### config.mk
export PLATFORM = sky130hd
export DESIGN_NAME = frame_buffer_scheduler_flat
export DESIGN_NICKNAME = d
export VERILOG_FILES = /design/src/rtl/frame_buffer_scheduler_pkg.sv /design/src/rtl/frame_buffer_scheduler_if.sv /design/src/rtl/frame_buffer_scheduler_regs.sv /design/src/rtl/frame_buffer_scheduler.sv /design/src/flat_wrapper.sv
export SDC_FILE = /design/constraint.sdc
export NUM_CORES = 1
export LEC_CHECK = 0
export ABC_AREA = 1
export CORE_MARGIN = 2
export CORE_UTILIZATION = 50
export CTS_CLUSTER_SIZE = 20
export DETAILED_ROUTE_END_ITERATION = 8
export GPL_TIMING_DRIVEN = 0
export PLACE_DENSITY = 0.78
export SETUP_SLACK_MARGIN = 0.02
export SYNTH_ARGS = -nofsm -noshare
export SYNTH_HDL_FRONTEND = slang
export SYNTH_SLANG_ARGS = --single-unit
export TNS_END_PERCENT = 5
### constraint.sdc
create_clock -name csi_clk -period 2.27 [get_ports csi_clk]
set_input_delay 0.454 -clock csi_clk [delete_from_list [all_inputs] [get_ports csi_clk]]
set_output_delay 0.454 -clock csi_clk [all_outputs]
set_load 0.05 [all_outputs]
### src/rtl/frame_buffer_scheduler_pkg.sv
// Shared types and constants for the ping-pong frame buffer scheduler:
// consumer FSM encoding, register word addresses and register bit positions.
package frame_sched_pkg;

  typedef enum logic [1:0] {
    CS_IDLE  = 2'd0,
    CS_START = 2'd1,
    CS_BUSY  = 2'd2
  } cons_state_e;

  localparam logic [1:0] ADDR_CTRL   = 2'd0;
  localparam logic [1:0] ADDR_STATUS = 2'd1;
  localparam logic [1:0] ADDR_FRAME  = 2'd2;
  localparam logic [1:0] ADDR_DROP   = 2'd3;

  localparam int CTRL_ENABLE  = 0;
  localparam int CTRL_FLUSH   = 1;
  localparam int CTRL_ERR_CLR = 2;

  localparam int ST_SW0        = 0;
  localparam int ST_SW1        = 1;
  localparam int ST_FULL_LO    = 2;
  localparam int ST_STATE_LO   = 4;
  localparam int ST_PROD_READY = 6;
  localparam int ST_ERR        = 7;

  function automatic logic [31:0] pack_status(input logic       sw0,
                                              input logic       sw1,
                                              input logic [1:0] full,
                                              input logic [1:0] state,
                                              input logic       prod_ready,
                                              input logic       err);
    logic [31:0] st;
    st                      = '0;
    st[ST_SW0]              = sw0;
    st[ST_SW1]              = sw1;
    st[ST_FULL_LO +: 2]     = full;
    st[ST_STATE_LO +: 2]    = state;
    st[ST_PROD_READY]       = prod_ready;
    st[ST_ERR]              = err;
    return st;
  endfunction

endpackage

### src/rtl/frame_buffer_scheduler_if.sv
// Avalon-MM slave bus between the Nios/WiFi host and the frame buffer scheduler.
interface frame_buffer_scheduler_if;
   logic [1:0]  address;
   logic        write;
   logic [31:0] writedata;
   logic        read;
   logic [31:0] readdata;

   modport master (output address, write, writedata, read, input readdata);
   modport slave  (input address, write, writedata, read, output readdata);
endinterface

### src/rtl/frame_buffer_scheduler_regs.sv
// Host register block: address decode, CTRL enable, write-one strobes,
// saturating frame/drop counters and the registered read-data mux.
module frame_sched_regs
   import frame_sched_pkg::*;
#(
   parameter int CNT_W = 16
) (
   input  logic                    csi_clk,
   input  logic                    rsi_reset,
   frame_buffer_scheduler_if.slave avs,
   input  logic [31:0]             status_word,
   input  logic                    frame_inc,
   input  logic                    drop_inc,
   output logic                    enable,
   output logic                    flush,
   output logic                    err_clear
);

   logic             ctrl_wr;
   logic             frame_clr;
   logic             drop_clr;
   logic [CNT_W-1:0] frame_cnt;
   logic [CNT_W-1:0] drop_cnt;
   logic [31:0]      rd_mux;
   logic             unused_wdata;

   assign ctrl_wr      = avs.write && (avs.address == ADDR_CTRL);
   assign frame_clr    = avs.write && (avs.address == ADDR_FRAME);
   assign drop_clr     = avs.write && (avs.address == ADDR_DROP);
   assign flush        = ctrl_wr & avs.writedata[CTRL_FLUSH];
   assign err_clear    = ctrl_wr & avs.writedata[CTRL_ERR_CLR];
   assign unused_wdata = ^avs.writedata[31:3];

   // NOTE: default every always_comb output up front so no path leaves it unassigned (no latch).
   always_comb begin
      rd_mux = '0;
      case (avs.address)
         ADDR_CTRL:   rd_mux[CTRL_ENABLE] = enable;
         ADDR_STATUS: rd_mux = status_word;
         ADDR_FRAME:  rd_mux = 32'(frame_cnt);
         ADDR_DROP:   rd_mux = 32'(drop_cnt);
      endcase
   end

   // NOTE: sequential state uses non-blocking assignments so every register samples pre-edge values.
   always_ff @(posedge csi_clk) begin
      if (rsi_reset) begin
         enable       <= 1'b0;
         frame_cnt    <= '0;
         drop_cnt     <= '0;
         avs.readdata <= '0;
      end else begin
         if (ctrl_wr) enable <= avs.writedata[CTRL_ENABLE];

         // Write-clear beats a coincident increment; counters stick at all-ones.
         if (frame_clr)                        frame_cnt <= '0;
         else if (frame_inc && frame_cnt != '1) frame_cnt <= frame_cnt + 1'b1;

         if (drop_clr)                         drop_cnt <= '0;
         else if (drop_inc && drop_cnt != '1)  drop_cnt <= drop_cnt + 1'b1;

         if (avs.read) avs.readdata <= rd_mux;
      end
   end

endmodule

### src/rtl/frame_buffer_scheduler.sv
// Ping-pong scheduler for the two frame buffers feeding the DCT engine:
// buffer selects, producer/consumer handshakes, consumer watchdog.
module frame_buffer_scheduler
   import frame_sched_pkg::*;
#(
   parameter int CNT_W          = 16,
   parameter int TIMEOUT_CYCLES = 1000000,
   parameter int TO_W           = 20
) (
   input  logic                    csi_clk,
   input  logic                    rsi_reset,
   frame_buffer_scheduler_if.slave avs_s0,
   output logic                    coe_c0_SW0,
   output logic                    coe_c0_SW1,
   output logic                    coe_prod_ready,
   input  logic                    coe_prod_done,
   output logic                    coe_cons_start,
   input  logic                    coe_cons_done
);

   localparam logic [1:0] C_IDLE  = CS_IDLE;
   localparam logic [1:0] C_START = CS_START;
   localparam logic [1:0] C_BUSY  = CS_BUSY;

   logic [1:0]      full, full_next;
   logic            wbuf, rbuf, err;
   logic [1:0]      state;
   logic [TO_W-1:0] wd, wd_inc;
   logic            enable, flush, err_clear;
   logic            busy, timeout, prod_accept, drop_inc, frame_inc, buf_release;

   assign coe_c0_SW0     = wbuf;
   assign coe_c0_SW1     = rbuf;
   assign coe_prod_ready = enable & ~full[wbuf];

   // Flush discards any same-cycle producer/consumer event, including its count.
   assign busy        = (state == C_BUSY);
   assign wd_inc      = wd + 1'b1;
   assign timeout     = (TIMEOUT_CYCLES != 0) && busy && !coe_cons_done &&
                        (wd_inc == TO_W'(TIMEOUT_CYCLES)) && !flush;
   assign prod_accept = coe_prod_done &  coe_prod_ready & ~flush;
   assign drop_inc    = coe_prod_done & ~coe_prod_ready & ~flush;
   assign frame_inc   = busy & coe_cons_done & ~flush;
   assign buf_release = frame_inc | timeout;

   always_comb begin
      full_next = full;
      if (prod_accept) full_next[wbuf] = 1'b1;
      if (buf_release) full_next[rbuf] = 1'b0;
   end

   always_ff @(posedge csi_clk) begin
      if (rsi_reset) begin
         full           <= '0;
         wbuf           <= 1'b0;
         rbuf           <= 1'b0;
         state          <= C_IDLE;
         wd             <= '0;
         err            <= 1'b0;
         coe_cons_start <= 1'b0;
      end else begin
         err            <= (err & ~err_clear) | timeout;
         coe_cons_start <= 1'b0;
         if (flush) begin
            full  <= '0;
            wbuf  <= 1'b0;
            rbuf  <= 1'b0;
            state <= C_IDLE;
            wd    <= '0;
         end else begin
            full <= full_next;
            if (prod_accept) wbuf <= ~wbuf;
            if (buf_release) rbuf <= ~rbuf;
            case (state)
               C_IDLE: if (enable && full[rbuf]) begin
                  state          <= C_START;
                  coe_cons_start <= 1'b1;
               end
               C_START: begin
                  state <= C_BUSY;
                  wd    <= '0;
               end
               C_BUSY: begin
                  if (buf_release) state <= C_IDLE;
                  else             wd    <= wd_inc;
               end
               default: state <= C_IDLE;
            endcase
         end
      end
   end

   frame_sched_regs #(.CNT_W(CNT_W)) u_regs (
      .csi_clk     (csi_clk),
      .rsi_reset   (rsi_reset),
      .avs         (avs_s0),
      .status_word (pack_status(wbuf, rbuf, full, state, coe_prod_ready, err)),
      .frame_inc   (frame_inc),
      .drop_inc    (drop_inc),
      .enable      (enable),
      .flush       (flush),
      .err_clear   (err_clear)
   );

endmodule

### src/flat_wrapper.sv
// flat-port wrapper written by rule: the top's interface ports become plain ports
module frame_buffer_scheduler_flat import frame_sched_pkg::*;
#(
   parameter int CNT_W          = 16,
   parameter int TIMEOUT_CYCLES = 1000000,
   parameter int TO_W           = 20
)
  (csi_clk, rsi_reset, coe_c0_SW0, coe_c0_SW1, coe_prod_ready, coe_prod_done, coe_cons_start, coe_cons_done, avs_s0_address, avs_s0_write, avs_s0_writedata, avs_s0_read, avs_s0_readdata);
  frame_buffer_scheduler_if avs_s0_i ();
  input  logic csi_clk;
  input  logic rsi_reset;
  output logic coe_c0_SW0;
  output logic coe_c0_SW1;
  output logic coe_prod_ready;
  input  logic coe_prod_done;
  output logic coe_cons_start;
  input  logic coe_cons_done;
  input wire logic [$bits(avs_s0_i.address)-1:0] avs_s0_address;
  input wire logic [$bits(avs_s0_i.write)-1:0] avs_s0_write;
  input wire logic [$bits(avs_s0_i.writedata)-1:0] avs_s0_writedata;
  input wire logic [$bits(avs_s0_i.read)-1:0] avs_s0_read;
  output wire logic [$bits(avs_s0_i.readdata)-1:0] avs_s0_readdata;
  assign avs_s0_i.address = avs_s0_address;
  assign avs_s0_i.write = avs_s0_write;
  assign avs_s0_i.writedata = avs_s0_writedata;
  assign avs_s0_i.read = avs_s0_read;
  assign avs_s0_readdata = avs_s0_i.readdata;
  frame_buffer_scheduler #(.CNT_W(CNT_W), .TIMEOUT_CYCLES(TIMEOUT_CYCLES), .TO_W(TO_W)) u_core (.csi_clk(csi_clk), .rsi_reset(rsi_reset), .avs_s0(avs_s0_i), .coe_c0_SW0(coe_c0_SW0), .coe_c0_SW1(coe_c0_SW1), .coe_prod_ready(coe_prod_ready), .coe_prod_done(coe_prod_done), .coe_cons_start(coe_cons_start), .coe_cons_done(coe_cons_done));
endmodule
# After elaboration in Yosys (flattened, before gate mapping)
# Cells that the tools add are included.
[op_classes]
addsub = 3
magnitude_cmp = 4
n_eq_ne = 11
muxes = 18
bitwise = 22
n_reduce_logical = 22
[op_table]
columns = ["op", "count"]
rows = [
  ["15-bit case mux with 3 select lines", 1],
  ["20-bit case mux with 2 select lines", 1],
  ["16-bit by 1-bit adder with 16-bit output (second input constant)", 2],
  ["16-bit != test (second input constant)", 2],
  ["20-bit by 1-bit adder with 20-bit output (second input constant)", 1],
  ["20-bit equality test (second input constant)", 1],
  ["20-bit 2-to-1 mux", 1],
  ["1-bit logical AND", 11],
  ["1-bit bitwise AND", 10],
  ["2-bit 2-to-1 mux", 4],
  ["1-bit 2-to-1 mux", 7],
  ["1-bit inverter", 7],
  ["2-bit equality test (second input constant)", 3],
  ["2-bit case mux with 3 select lines", 1],
  ["2-bit OR reduction", 3],
  ["2-bit by 1-bit equality test with 1-bit output (second input constant)", 2],
  ["2-bit logical NOT", 2],
  ["1-bit by 2-bit less-than comparator with 1-bit output (second input constant)", 2],
  ["2-bit != test (second input constant)", 2],
  ["1-bit case mux with 4 select lines", 1],
  ["2-bit AND reduction", 2],
  ["3-bit OR reduction", 1],
  ["2-bit bitwise AND", 1],
  ["1-bit demux with 1-bit select", 2],
  ["7 further kinds", 10],
]
[totals]
regBits = 93
in_bits = 40
out_inout_bits = 36

# Depth between registers and ports, before layout
# Gate-level depths: netlist of the first run.
[logic_depth]
ltp_word = 9
mapped_depth = 16

# By module
# A second synthesis of the first run with hierarchy kept.
[unflattened]
hier_cells = 800
area_unflattened_um2 = 5233.8
[modules_own_cells]
columns = ["module", "instances", "cells_per_inst", "area_each_um2", "seq_area_each_um2"]
rows = [
  ["frame_sched_regs", 1, 514, 3453.3, 1301.2],
  ["frame_buffer_scheduler", 1, 286, 1780.5, 560.5],
]

# Least setup slack after synthesis of the first run
# Ideal clock, no wire load.
[synth_timing]
path_type = "register to register"
from = "reg u_core.wbuf, in the netlist u_core.coe_c0_SW0"
to = "reg u_core.u_regs.drop_cnt[14]"
setup_ns = 0.115
arrival_time_ns = 2.711
required_ns = 2.155
setup_slack_ns = -0.556
path_stages_with_launch = 11
n_path_buf = 1
path_cell_list = "dfxtp_1 -> nor2_1 -> nor3_1 -> nor2_1 -> nand2_1 -> buf_2 -> inv_2 -> nand3_1 -> nor3_2 -> a21oi_1 -> nor2_1"
[synth_between]
elab_chain_len = 8
[synth_lines]
columns = ["item", "line", "text"]
rows = [
  ["from (decl)", "frame_buffer_scheduler.sv:26", "logic wbuf, rbuf, err;"],
  ["from (signal assigned)", "frame_buffer_scheduler.sv:72", "if (prod_accept) wbuf <= ~wbuf;"],
  ["1-bit 2-to-1 mux (implied by the code) (2 in a row)", "frame_buffer_scheduler.sv:34", "assign coe_prod_ready = enable & ~full[wbuf];"],
  ["1-bit inverter", "frame_buffer_scheduler.sv:34", ""],
  ["1-bit bitwise AND", "frame_buffer_scheduler.sv:34", ""],
  ["named net coe_prod_ready", "flat_wrapper.sv:14", "output logic coe_prod_ready;"],
  ["1-bit inverter", "frame_buffer_scheduler.sv:42", "assign drop_inc = coe_prod_done & ~coe_prod_ready & ~flush;"],
  ["1-bit bitwise AND (2 in a row)", "frame_buffer_scheduler.sv:42", ""],
  ["1-bit logical AND", "frame_buffer_scheduler_regs.sv:60", "else if (drop_inc && drop_cnt != '1) drop_cnt <= drop_cnt + 1'b1;"],
  ["to (signal assigned)", "frame_buffer_scheduler_regs.sv:60", ""],
  ["to (decl)", "frame_buffer_scheduler_regs.sv:23", "logic [CNT_W-1:0] drop_cnt;"],
]
# The timed path passes the listed nets, and every way through them passes these cells. The select of a mux whose other input is x is not followed.
# A chain may end at the register's enable or synchronous reset.

# Final worst setup path of the first run
[layout_timing]
from = "reg u_core.wd[0]"
to = "reg u_core.wd[19]"
[layout_between]
elab_chain_len = 7
elab_cells_between_ends = 9
classes_between = "add/sub: 1; eq/ne: 2; mux: 2; bitwise: 1; reduce/logical: 3"
[layout_lines]
columns = ["item", "line", "text"]
rows = [
  ["from (decl)", "frame_buffer_scheduler.sv:28", "logic [TO_W-1:0] wd, wd_inc;"],
  ["from (signal assigned)", "frame_buffer_scheduler.sv:85", "else wd <= wd_inc;"],
  ["20-bit by 1-bit adder with 20-bit output (*)", "frame_buffer_scheduler.sv:38", "assign wd_inc = wd + 1'b1;"],
  ["20-bit equality test", "frame_buffer_scheduler.sv:40", "(wd_inc == TO_W'(TIMEOUT_CYCLES)) && !flush;"],
  ["1-bit logical AND", "frame_buffer_scheduler.sv:39", "assign timeout = (TIMEOUT_CYCLES != 0) && busy && !coe_cons_done &&"],
  ["1-bit logical AND", "frame_buffer_scheduler.sv:40", ""],
  ["1-bit OR", "frame_buffer_scheduler.sv:44", "assign buf_release = frame_inc | timeout;"],
  ["2-bit != test (no source line)", "-", ""],
  ["2-bit AND reduction (no source line)", "-", ""],
]
# Mark *: on every way between the ends. The rest lies on a longest branch, timed or not. The select of a mux whose other input is x is not followed.

==> flow_summary.toml, run 1 <==
[global_routing]
grt_max_degree = 14
grt_pass1_wl_um = 19100
grt_usage_pct = 23.9
antenna_found_initial = 0
first_global_vias = 4183
grt.overflow.total = 0

[worst_setup_path]
cp_slowest_cell = "dfxtp_4"
arrival_ps = 2440
cp-startpoint = "u_core.wd[0]$_SDFFE_PP0P_"
cp.buffers_inverters = 2
path_max_fanout = 10
path_delay_family = "simple AND/OR/NAND/NOR gates"
timing.rr.start = "u_core.wd[0]$_SDFFE_PP0P_"
crit_chain = "ha_4 -> nand3_4 -> nor2_2 -> buf_4 -> nand3_1 -> nand2_1 -> nand2_1 -> nor2_1 -> nand2_1 -> nor2_2 -> nand3_2 -> nand3_4 -> buf_8 -> nand3_1 -> nand2_1 -> nor2_1"
cpPeakStageDelay_ps = 380
cp_common_cell = "nand2_1"
startpoint_type = "register"
required_ps = 2510
critPathCaptureType = "register"
worstSetupPathType = "reg -> reg"

[timing]
maxSlewHeadroom_pct = 52.7
fmax_mhz = 455
layout_worst_path_cycle_share_pct = 96.9
fin_crit_ps = 2200
fin_worst_skew_ps = 8.10
rsz0062_at_grt = "true"
maxSlewViolCount = 0
finalHoldViolCount = 0
worst_slew_pin_slew_ps = 704
whs_ps = 457
final-setup-viol-count = 0

[clocking]
cts_tree = "done"
htree_levels = 3
clock_sinks = 77
cts_buffers = 9
ctsLongestPathBuffers = 2
clk_latency_ps = 350
cts_root_buf = "clkbuf_8"
hold_buffers = 0
clkTransAtPathRegs_ps = 80

[place]
port_buffers = 28
place_area_mm2 = 0.00497
globalplace.congestion = 0.948
hpwl_um = 8460
placed_cells = 820

[routing]
drc = 0
vias = 4609
wl_per_cell_um = 14.0
wl_um = 11700
ant_nets = 0
first_pass_iters = 5
drtIter0Drc = 409
vias_per_cell = 5.51

[finish]
final_nets = 769
fill_cells = 800
drive_gt1_share_pct = 13.4
final_cells = 837
stdcell_area_mm2 = 0.00525
area_growth_pct = 17.1
n_antenna_cell = 0

[synthesis]
synthArstFlopShare_pct = 0
yosys_register_bits = 77
synth_edf_count = 0
synth_ff_type = "dfxtp_1"
syn_area_per_cell_um2 = 6.71
syn_inst = 669
ys_warn_count = 0
yosysUniqueCellTypes = 37
synthesis.area_mm2 = 0.00449
synth.yosys.seq_area_share_pct = 34.3

[power]
cellPowerDensity_mw_per_mm2 = 513
vdd_drop_max_mv = 0.312
p_leak_uw = 0.00210

[floorplan]
pin_count = 76
die_w_um = 98.7
coreArea_mm2 = 0.00872
dieArea_mm2 = 0.00975
row_count = 34
die_h_um = 98.7
initial_utilization_pct = 51.5

[flow_run]
cap_violations = 0

[hold_path]
min_from = "u_core.state[1]$_SDFFE_PP0P_"
holdCritPathClass = "reg -> reg"

[status]
status = "finished, final reports clean"
## cell usage in the layout (no fill, tap or decap), types with 14 or more instances in the layout
master,netlist,layout
conb_1,1,16
a21oi_1,66,66
inv_1,90,89
dfxtp_1,77,70
nand2_1,133,131
nor2_1,89,81
clkdlybuf4s50_1,0,25
o21ai_0,35,34
nand4_1,14,14
nand3_1,34,33
buf_4,17,19
nor3_1,17,15
## path summary, 6_finish.rpt
check	end	cells past startpoint	slack (ps)
hold reg to reg	u_core.state[0]$_SDFFE_PP0P_	1	460
setup / recovery	u_core.wd[19]$_SDFFE_PP0P_	16	70
hold / removal	u_core.state[0]$_SDFFE_PP0P_	1	460
setup reg to reg	u_core.wd[19]$_SDFFE_PP0P_	16	70
## metal layers
metal | global-route usage (%) | part of all wire, %
met5 | 0 | 0
met4 | 8.85 | 1.8
met3 | 4.18 | 8.3
met2 | 36.6 | 44
met1 | 33.9 | 45
## kinds of logic after synthesis
| logic type | after synthesis | share of synthesized area, % |
|---|---|---|
| simple gates | 324 | 34.2 |
| other cells | 1 | 0.0836 |
| buf+inv | 131 | 13.5 |
| xor+xnor | 5 | 0.976 |
| fa+ha+maj | 4 | 1.12 |
| flops | 77 | 34.3 |
| compound gates | 127 | 15.7 |
## layout make-up
type | instances | area, um^2 | share of cell area (%)
Sequential cell | 77 | 1560 | 29.6
Inverter | 94 | 355 | 6.76
Multi-Input combinational cell | 476 | 2470 | 47.0
Timing Repair Buffer | 30 | 292 | 5.55
Clock buffer | 9 | 124 | 2.36
Tap cell | 108 | 135 | 2.57
Buffer | 37 | 258 | 4.91
Clock inverter | 6 | 63.8 | 1.21
## timing repair
action / in CTS / in global routing
gates cloned: 0 / 0
endpoints found under the setup margin: 25 / 27
resized for setup: 10 / 23
buffers inserted: 1 / 1
pin swaps: 1 / 9
## stage by stage
step	utilization [%]	power (uW)	setup WS (ps)	setup TNS, ps
after floorplan	-	1610	123	0
after global placement	57.0	1680	-384	-11930
after detailed placement	57.0	1680	-472	-12800
after CTS	59.4	2710	35.1	0
after global routing	60.2	2780	-28.3	-139
final	60.2	2690	70.6	0
## power by group
| group | total [uW] | switching (uW) | internal (uW) |
|---|---|---|---|
| Sequential | 1380 | 12.9 | 1360 |
| Combinational | 279 | 199 | 79.5 |
| Clock | 1040 | 538 | 502 |
## Yosys cell counts (2+ instances only)
library cell  number  share of area, %
nand2_1          133                11
inv_1             90               7.5
nor2_1            89               7.4
dfxtp_1           77                34
a21oi_1           66               7.4
o21ai_0           35               3.9
nand3_1           34               3.8
buf_4             17               2.8
nor3_1            17               1.9
nand4_1           14               2.0
nand3_2           12               2.7
o221ai_1          10               2.0
clkbuf_1           9              0.75
buf_2              6              0.67
nor4_1             6              0.84
nor2_4             5               1.3
o22ai_1            5              0.70
xor2_1             5              0.98
buf_8              4               1.3
ha_1               4               1.1
a211oi_1           3              0.50
inv_2              3              0.25
nand2_2            3              0.42
nor3b_1            3              0.50
o211ai_1           3              0.50
nand3_4            2              0.78
nor2_2             2              0.28
nor3_2             2              0.45
o21a_1             2              0.33
## registers in the layout, indices dropped and copies added, names as in the netlist
name,count
u_core.u_regs.enable,1
u_core.u_regs.frame_cnt,16
u_core.full,2
u_core.u_regs.drop_cnt,16
u_core.coe_c0_SW0,1
u_core.state,2
u_core.coe_c0_SW1,1
u_core.err,1
u_core.u_regs.avs.readdata,16
u_core.wd,20
u_core.coe_cons_start,1
No activity file was read; power rests on OpenSTA's default activity.
==> run 2, diff against run 1 <==
--- a/config.mk
+++ b/config.mk
@@ -6,12 +6,15 @@
 export NUM_CORES = 1
 export LEC_CHECK = 0
 export ABC_AREA = 1
+export CELL_PAD_IN_SITES_DETAIL_PLACEMENT = 2
+export CELL_PAD_IN_SITES_GLOBAL_PLACEMENT = 2
 export CORE_MARGIN = 2
-export CORE_UTILIZATION = 50
+export CORE_UTILIZATION = 29
+export CTS_CLUSTER_DIAMETER = 40
 export CTS_CLUSTER_SIZE = 20
 export DETAILED_ROUTE_END_ITERATION = 8
 export GPL_TIMING_DRIVEN = 0
-export PLACE_DENSITY = 0.78
+export PLACE_DENSITY = 0.82
 export SETUP_SLACK_MARGIN = 0.02
 export SYNTH_ARGS = -nofsm -noshare
 export SYNTH_HDL_FRONTEND = slang
==> run 2 against run 1 <==
  * The flow now finishes with violations (negative setup slack)
  * Die area grew 69%
  * Combinational power is 3% higher
  * Sequential cell count stayed put
  * Largest cell class unchanged
  * Core utilization is 23 points lower
  * Clock-buffer cell count rose by 2
  * Via count grew 2.4%
  * Largest power group is now the clock network
  * Clock skew rose by 0.90 ps
  * Worst setup slack got worse by 130 ps
==> flow_summary.toml, run 2 (synthesis gave the netlist of run 1 again) <==
[worst_setup_path]
startpoint_type = "register"
cp_common_cell = "nand2_1"
required_ps = 2510
r2r_cells = 17
r2r_end = "u_core.wd[0]$_SDFFE_PP0P_"
arrival_ps = 2570
path_max_fanout = 7
worstSetupPathType = "reg -> reg"
cp_slowest_cell = "dfxtp_4"
crit_chain = "ha_4 -> nand3_4 -> inv_6 -> buf_6 -> nand2_4 -> nand2_2 -> nor2_1 -> nand2_1 -> nor2_1 -> nand2_1 -> nor2_2 -> nand3_2 -> nand3_4 -> clkbuf_16 -> nand2_1 -> nand2_1 -> nor2_2"
cpPeakStageDelay_ps = 370
timing.rr.start = "u_core.wd[1]$_SDFFE_PP0P_"
rrSetupSlack_ps = -60
critPathCaptureType = "register"

[timing]
fin_worst_skew_ps = 8.99
rsz0062_at_grt = "true"
final-setup-viol-count = 20
worst_slew_pin_slew_ps = 781
maxSlewViolCount = 0
layout_worst_path_cycle_share_pct = 102
fmax_mhz = 430
setup_ws_ps = -56.3
fin_crit_ps = 2330
finalHoldViolCount = 0
maxSlewHeadroom_pct = 47.6

[routing]
drtIter0Drc = 213
wl_um = 16500
first_pass_iters = 4
vias = 4720
wl_per_cell_um = 17.8
drc = 0
ant_nets = 0
vias_per_cell = 5.10

[global_routing]
use_met1_pct = 27.6
grt_usage_pct = 20.5
use_met3_pct = 2.54
first_global_vias = 5059
grt_max_degree = 14
grt_util_met2_pct = 34.2
grt.overflow.total = 0
grt_pass1_wl_um = 26600
antenna_found_initial = 0
grt-busiest-layer = "met2"

[place]
place_area_mm2 = 0.00507
pre_cts_ws_ps = -647
hpwl_um = 12100
port_buffers = 28
globalplace.congestion = 0.837

[status]
violations = "negative setup slack"
status = "finished, violations left"

[finish]
seqCellArea_mm2 = 0.00155
mostFrequentLayoutCell = "nand2_1"
stdcell_area_mm2 = 0.00562
drive_gt1_share_pct = 16.3
most-common-layout-cells = "nand2_1 (127), inv_1 (89), nor2_1 (80)"
n_antenna_cell = 0
regMostFlops = "u_core.wd"
fill_cells = 1813
multi_input_area_mm2 = 0.00255
area_growth_pct = 25.2
largest_register_ffs = 20
final_nets = 776

[power]
power_uw = 3060
power.internal_uw = 2220
clockPowerShare_pct = 45.5
vdd_drop_max_mv = 0.348
cellPowerDensity_mw_per_mm2 = 544
pwr-share-comb_pct = 9.4
seq_power_share_pct = 45.1
power.switching_uw = 841
p_leak_uw = 0.00230
p_sw_share_pct = 27.5

[floorplan]
die_w_um = 128
coreArea_mm2 = 0.0151
initial_utilization_pct = 29.6
pin_count = 76
dieArea_mm2 = 0.0165
die_h_um = 128
row_count = 45

[clocking]
cts_buffers = 9
cts_tree = "done"
ctsLongestPathBuffers = 2
clock_sinks = 77
cts_root_buf = "clkbuf_16"
clk_latency_ps = 350
htree_levels = 3
hold_buffers = 0
clkTransAtPathRegs_ps = 60

[hold_path]
min_from = "u_core.state[1]$_SDFFE_PP0P_"
holdCritPathClass = "reg -> reg"
min_delay_path_depth = 1
hold_end = "u_core.state[0]$_SDFFE_PP0P_"

[flow_run]
cap_violations = 0
==> run 2: changes by cell type in the layout (fill, tap and decap cells not counted), moves of 2 or more <==
cell and change:
clkbuf_16 +11, clkbuf_8 -8, nand3_1 -8, nand3_2 +8
buf_4 +4, nand2_1 -4, clkinv_4 +3, nand2_2 +3
clkbuf_2 +2, clkinvlp_4 -2, dlygate4sd2_1 -2, nor2_4 +2
nor3_2 -2, nor3_4 +2
==> run 2: cell type report <==
cell class,instances,area share (%)
Multi-Input combinational cell,476,45.4
Sequential cell,77,27.7
Timing Repair Buffer,37,6.72
Inverter,94,6.37
Buffer,37,4.68
Clock buffer,11,4.32
Tap cell,188,4.19
Clock inverter,5,0.646
==> run 2: through the flow <==
stage | utilization (%) | std cells | setup TNS [ps] | hold slack (ps)
2_1_floorplan | - | 684 | 0 | 425
3_3_place_gp | 33.5 | 900 | -17670 | 437
3_5_place_dp | 33.5 | 900 | -21700 | 456
4_1_cts | 35.9 | 920 | 0 | 464
5_1_grt | 37.1 | 925 | -4010 | 506
6_report | 37.1 | 925 | -584 | 471
==> run 2: how the worst max path moves through the flow <==
stage	from	endpoint	slack (ps)
2_1_floorplan	u_core.coe_c0_SW0$_SDFFE_PP0P_	u_core.u_regs.drop_cnt[14]$_SDFFE_PP0P_	120
3_3_place_gp	avs_s0_address[1]	u_core.u_regs.drop_cnt[15]$_SDFFE_PP0P_	-540
3_5_place_dp	avs_s0_address[1]	u_core.u_regs.drop_cnt[15]$_SDFFE_PP0P_	-650
4_1_cts	u_core.wd[0]$_SDFFE_PP0P_	u_core.wd[19]$_SDFFE_PP0P_	2
5_1_grt	u_core.wd[1]$_SDFFE_PP0P_	u_core.wd[7]$_SDFFE_PP0P_	-210
6_report	u_core.wd[1]$_SDFFE_PP0P_	u_core.wd[0]$_SDFFE_PP0P_	-60
==> run 2: per-layer routing <==
metal | up-vias | share of wire [%]
li1 | 2287 | -
met1 | 2340 | 46
met2 | 74 | 49
met3 | 19 | 3.2
met4 | 0 | 1.4
met5 | - | 0
==> run 2: power groups by stage <==
stage                     registers (uW)  clock network [uW]  logic, uW
after floorplan                     1440                   0        175
after global placement              1410                   0        277
after detailed placement            1410                   0        284
after CTS                           1380                1400        285
after global routing                1380                1480        313
final                               1380                1390        288
==> run 2: critical path, delay by kind of cell, from the launching register on <==
family,cells,cell delay (ps)
simple gates,13,1280
buf+inv,3,390
flops,1,370
fa+ha+maj,1,180
==> run 2: what timing repair did <==
item	4_1_cts	5_1_grt
pin swaps	3	11
resized for setup	22	35
setup buffers	4	3
cloned	0	2
setup endpoints to repair	45	39
==> run 3, diff against run 2 <==
--- a/config.mk
+++ b/config.mk
@@ -10,7 +10,7 @@
 export CELL_PAD_IN_SITES_GLOBAL_PLACEMENT = 2
 export CORE_MARGIN = 2
 export CORE_UTILIZATION = 29
-export CTS_CLUSTER_DIAMETER = 40
+export CTS_CLUSTER_DIAMETER = 50
 export CTS_CLUSTER_SIZE = 20
 export DETAILED_ROUTE_END_ITERATION = 8
 export GPL_TIMING_DRIVEN = 0
==> results of run 3 <==
No change in the layout: final DEF, timing and power equal those of run 2.
